[src/rtl/rom_arb_pkg.sv]
// Shared types and defaults for the two-host memory arbiter.
package rom_arb_pkg;

  typedef enum logic {
    HOST_A = 1'b0,
    HOST_B = 1'b1
  } host_e;

  localparam logic [31:0] DefMemBase = 32'h0000_0000;
  localparam int unsigned DefMemSize = 8192;

  // Bits needed to index a 32-bit word inside the default window.
  localparam int unsigned WordIdxW = $clog2(DefMemSize / 4);

endpackage

[src/rtl/rr_arb2.sv]
// Two-input arbiter: round-robin on contention, or fixed priority to host A.
module rr_arb2
  import rom_arb_pkg::*;
#(
  parameter bit FixedPrio = 1'b0
) (
  input  logic clk_i,
  input  logic rst_ni,
  input  logic req_a,
  input  logic req_b,
  output logic gnt_a,
  output logic gnt_b
);

  host_e prio_q;

  always_comb begin
    gnt_a = 1'b0;
    gnt_b = 1'b0;
    if (req_a && req_b) begin
      if (FixedPrio || prio_q == HOST_A) gnt_a = 1'b1;
      else                               gnt_b = 1'b1;
    end else begin
      gnt_a = req_a;
      gnt_b = req_b;
    end
  end

  // Pointer only moves on contention, and then names the loser.
  always_ff @(posedge clk_i or negedge rst_ni) begin
    if (!rst_ni) begin
      prio_q <= HOST_A;
    end else if (req_a && req_b) begin
      prio_q <= gnt_a ? HOST_B : HOST_A;
    end
  end

endmodule

[src/rtl/rom_1p_arbiter.sv]
// Arbitrates an instruction-fetch host and a data host onto one fixed-latency
// memory, checks range/permission locally and routes responses to their owner.
module rom_1p_arbiter
  import rom_arb_pkg::*;
#(
  parameter logic [31:0] MemBase   = DefMemBase,
  parameter int unsigned MemSize   = DefMemSize,
  parameter bit          ReadOnly  = 1'b0,
  parameter bit          FixedPrio = 1'b0
) (
  input  logic        clk_i,
  input  logic        rst_ni,
  input  logic        a_req_i,
  input  logic [31:0] a_addr_i,
  output logic        a_gnt_o,
  output logic        a_rvalid_o,
  output logic [31:0] a_rdata_o,
  output logic        a_err_o,
  input  logic        b_req_i,
  input  logic        b_we_i,
  input  logic [3:0]  b_be_i,
  input  logic [31:0] b_addr_i,
  input  logic [31:0] b_wdata_i,
  output logic        b_gnt_o,
  output logic        b_rvalid_o,
  output logic [31:0] b_rdata_o,
  output logic        b_err_o,
  output logic        mem_req_o,
  output logic        mem_we_o,
  output logic [3:0]  mem_be_o,
  output logic [31:0] mem_addr_o,
  output logic [31:0] mem_wdata_o,
  input  logic        mem_rvalid_i,
  input  logic [31:0] mem_rdata_i,
  output logic        proto_err_o
);

  logic        gnt_a, gnt_b, any_gnt;
  logic [31:0] addr, offset;
  logic        we, in_range, acc_err;
  logic        pend_q, lerr_q, wr_q, proto_q;
  host_e       owner_q;
  logic        fwd_rsp, rsp_valid;
  logic [31:0] rsp_data;

  rr_arb2 #(.FixedPrio(FixedPrio)) u_arb (
    .clk_i (clk_i),
    .rst_ni(rst_ni),
    .req_a (a_req_i),
    .req_b (b_req_i),
    .gnt_a (gnt_a),
    .gnt_b (gnt_b)
  );

  assign a_gnt_o = gnt_a;
  assign b_gnt_o = gnt_b;
  assign any_gnt = gnt_a | gnt_b;

  // Unsigned wrap makes addresses below the base fail the range check too.
  assign addr     = gnt_b ? b_addr_i : a_addr_i;
  assign offset   = addr - MemBase;
  assign in_range = offset < 32'(MemSize);
  assign we       = gnt_b & b_we_i;
  assign acc_err  = !in_range || (ReadOnly && we);

  assign mem_req_o   = any_gnt && !acc_err;
  assign mem_we_o    = we;
  assign mem_be_o    = gnt_b ? b_be_i : 4'hF;
  assign mem_addr_o  = addr;
  assign mem_wdata_o = gnt_b ? b_wdata_i : 32'h0;

  always_ff @(posedge clk_i or negedge rst_ni) begin
    if (!rst_ni) begin
      pend_q  <= 1'b0;
      lerr_q  <= 1'b0;
      wr_q    <= 1'b0;
      owner_q <= HOST_A;
      proto_q <= 1'b0;
    end else begin
      pend_q <= mem_req_o;
      lerr_q <= any_gnt && acc_err;
      wr_q   <= mem_req_o && we;
      if (any_gnt) owner_q <= gnt_b ? HOST_B : HOST_A;
      if (mem_rvalid_i && !pend_q) proto_q <= 1'b1;
    end
  end

  // Writes still get a response, but never carry read data back.
  assign fwd_rsp   = pend_q && mem_rvalid_i;
  assign rsp_valid = fwd_rsp || lerr_q;
  assign rsp_data  = (fwd_rsp && !wr_q) ? mem_rdata_i : 32'h0;

  assign a_rvalid_o  = rsp_valid && (owner_q == HOST_A);
  assign a_err_o     = lerr_q && (owner_q == HOST_A);
  assign a_rdata_o   = (owner_q == HOST_A) ? rsp_data : 32'h0;
  assign b_rvalid_o  = rsp_valid && (owner_q == HOST_B);
  assign b_err_o     = lerr_q && (owner_q == HOST_B);
  assign b_rdata_o   = (owner_q == HOST_B) ? rsp_data : 32'h0;
  assign proto_err_o = proto_q;

endmodule
[config.mk]
export PLATFORM = sky130hd
export DESIGN_NAME = rom_1p_arbiter
export DESIGN_NICKNAME = d
export VERILOG_FILES = /design/src/rtl/rom_arb_pkg.sv /design/src/rtl/rr_arb2.sv /design/src/rtl/rom_1p_arbiter.sv
export SDC_FILE = /design/constraint.sdc
export NUM_CORES = 1
export LEC_CHECK = 0
export CORE_AREA = 4 4 107 109
export CTS_CLUSTER_SIZE = 20
export DETAILED_ROUTE_END_ITERATION = 7
export DIE_AREA = 0 0 111 113
export PLACE_DENSITY = 0.62
export SKIP_CTS_REPAIR_TIMING = 1
export SYNTH_ARGS = -nofsm -noshare
export SYNTH_HDL_FRONTEND = slang
export SYNTH_SLANG_ARGS = --single-unit
[constraint.sdc]
create_clock -name clk_i -period 2.2 [get_ports clk_i]
set_input_delay 0.22 -clock clk_i [delete_from_list [all_inputs] [get_ports clk_i]]
set_output_delay 0.22 -clock clk_i [all_outputs]
set_load 0.03 [all_outputs]
==> results.sh <==
export IMPL_synth_common_cells="nand2_1 (101), and2_1 (98), clkbuf_1 (14), nor4_1 (8), dfrtp_1 (6)"
export IMPL_grt_util_met1=0.145
export IMPL_period_minus_slack_ps=2080
export IMPL_drc=0
export IMPL_synth_area_leaders="and2_1 (43%), nand2_1 (27%), dfrtp_1 (11%), clkbuf_1 (3.7%), nor4_1 (3.5%)"
export IMPL_fin_ws_ps=117
export IMPL_routed_wl_um=9760
export IMPL_grt_ovfl_total=0
export IMPL_crit_required_ps=1980
export IMPL_post_synth_cell_area_avg_um2=5.56
export IMPL_die_h_um=113
export IMPL_hold_viol_final=0
export IMPL_viasPerCell=3.91
export IMPL_clock_latency_ps=220
export IMPL_finalClockSkew_ps=1.20
export IMPL_setup_violations_final=0
export IMPL_grt_max_degree=50
export IMPL_routedWlPerCell_um=14.6
export IMPL_cts_buffers_inserted=3
export IMPL_ios=279
export IMPL_place_gp_congestion=0.781
export IMPL_min_path_type="in -> async"
export IMPL_grt_pass1_wl_um=14500
export IMPL_crit_path_end_kind="output port"
export IMPL_fin_nets=670
export IMPL_slew_viol_final=0
export IMPL_coreArea_um2=10600
export IMPL_drt_initial_drc_count=117
export IMPL_ys_flop_type="dfrtp_1"
export IMPL_power_density_nw_per_um2=398
export IMPL_synth_largest_area_cell="and2_1"
export IMPL_yosys_warnings=0
export IMPL_rsz0062_at_grt="no"
export IMPL_gr_usage_met2=0.291
export IMPL_portBuffers=278
export IMPL_critPathMaxFanout=33
export IMPL_start_util=0.135
export IMPL_finalSetupTns_ps=0
export IMPL_root_buffer="clkbuf_8"
export IMPL_synth_edf_count=0
export IMPL_syn2layout_area_growth_pct=192
export IMPL_dieArea_um2=12500
export IMPL_route_vias_total=2621
export IMPL_synth_top_area_frac=0.429
export IMPL_path_class="in -> out"
export IMPL_worstMarginPinSlew_ps=413
export IMPL_yosysMostFrequentCell="nand2_1"
export IMPL_syn_nets=395
export IMPL_cts_max_level=1
export IMPL_worst_ep_arrival_time_ps=1860
export IMPL_p_leak_uw=0.00203
export IMPL_startpoint_type="input port"
export IMPL_peakVddDrop_v=0.000221
export IMPL_grtUsageTotal=0.143
export IMPL_clock_sinks=6
export IMPL_synth_seq_cells=6
export IMPL_ys_seq_area_frac=0.105
export IMPL_status="finished clean"
export IMPL_ant_nets=0
export IMPL_ys_types=21
export IMPL_grt_pass1_vias=2700
export IMPL_die_x_um=111
export IMPL_met3_usage=0.0390
export IMPL_cap_viol_max_count=0
export IMPL_busiest_layer="met2"
export IMPL_async_reset_ff_frac=1.00
export IMPL_tritoncts="done"
export IMPL_pre_cts_slack_ps=73.5
export IMPL_num_rows=38
export IMPL_netlist_area_um2=1430
export IMPL_dr_pass1_iters=4
export IMPL_cts_buffer_depth=2
export IMPL_grt_antenna_before_repair=0
export IMPL_hpwl_um=8900
export IMPL_slew_limit_headroom=0.724
export IMPL_synth_cells=257
export IMPL_drive_above_1_share=0.277
export IMPL_cts_clk_slew_worst_paths_ps=30
export IMPL_fillers=1129
export IMPL_finalCritPeriodShare=0.947
export IMPL_fmax_mhz=480
export IMPL_diodes=0
-- worst max-delay path, cell delays in order --
cell and delay (ps):
clkdlybuf4s50_1 520, inv_1 100, o21ai_4 170, buf_4 330
nor3_1 130, o22a_1 210, buf_4 180
-- sequential cells by signal, indices dropped and copies added (netlist names) --
register and cells:
proto_err_o 1, pend_q 1, u_arb.prio_q 1, lerr_q 1
wr_q 1, owner_q 1
-- cells in the final DEF (no fill, tap or decap), drive strengths merged, types with 2 or more instances in the layout --
cell	instances
nor3	4
and2	98
nor2	4
nor2b	2
clkdlybuf4s50	148
nor3b	2
inv	3
nor4	9
nand2b	4
nand2	101
clkbuf	3
dfrtp	6
a21oi	2
buf	138
-- layer usage --
layer	wire [um]	vias to the layer above
li1	-	1338
met1	3430	1105
met2	5240	174
met3	1000	4
met4	93	0
met5	0	-
-- area by class of cell --
| cell class | count | area (um^2) | area share |
|---|---|---|---|
| Clock buffer | 3 | 41.3 | 0.00990 |
| Multi-Input combinational cell | 232 | 1230 | 0.294 |
| Sequential cell | 6 | 150 | 0.0360 |
| Inverter | 3 | 11.3 | 0.00270 |
| Timing Repair Buffer | 286 | 2570 | 0.615 |
| Tap cell | 140 | 175 | 0.0420 |
-- path summary, 6_finish.rpt --
check | start | to | slack [ps] | cells after the start
worst min register to register | proto_err_o | proto_err_o | 450 | 1
worst min-delay path | rst_ni | proto_err_o | 230 | 1
min in group clk_i | proto_err_o | proto_err_o | 450 | 1
worst max register to register | u_arb.prio_q | pend_q | 690 | 5
max in group asynchronous | rst_ni | wr_q | 1770 | 1
worst max-delay path | a_req_i | mem_req_o | 120 | 7
-- logic make-up (layout without fill, tap and decap cells) --
logic type / count (synthesis) / count (layout) / share of synthesized area
AO/OA/AOI/OAI: 5 / 5 / 0.0298
XOR/XNOR: 1 / 1 / 0.00613
buffers and inverters: 19 / 292 / 0.0517
flip-flops: 6 / 6 / 0.105
AND/OR/NAND/NOR: 226 / 226 / 0.807
-- report_power, final --
group | switching, uW | internal [uW] | total, uW
sequential | 25.9 | 125 | 151
combinational | 751 | 598 | 1350
clock | 43.4 | 117 | 161
-- per-stage QoR --
| stage | instance area (um^2) | instances | hold WS [ps] | util | total power, uW |
|---|---|---|---|---|---|
| 2_1_floorplan | 1430 | 257 | -75.6 | - | 825 |
| 3_3_place_gp | 4120 | 667 | 445 | 0.388 | 1510 |
| 3_5_place_dp | 4120 | 667 | 446 | 0.388 | 1520 |
| 4_1_cts | 4160 | 670 | 238 | 0.392 | 1690 |
| 5_1_grt | 4170 | 670 | 253 | 0.394 | 1760 |
| 6_report | 4170 | 670 | 230 | 0.394 | 1660 |
Power figures use the tool's default switching activity.
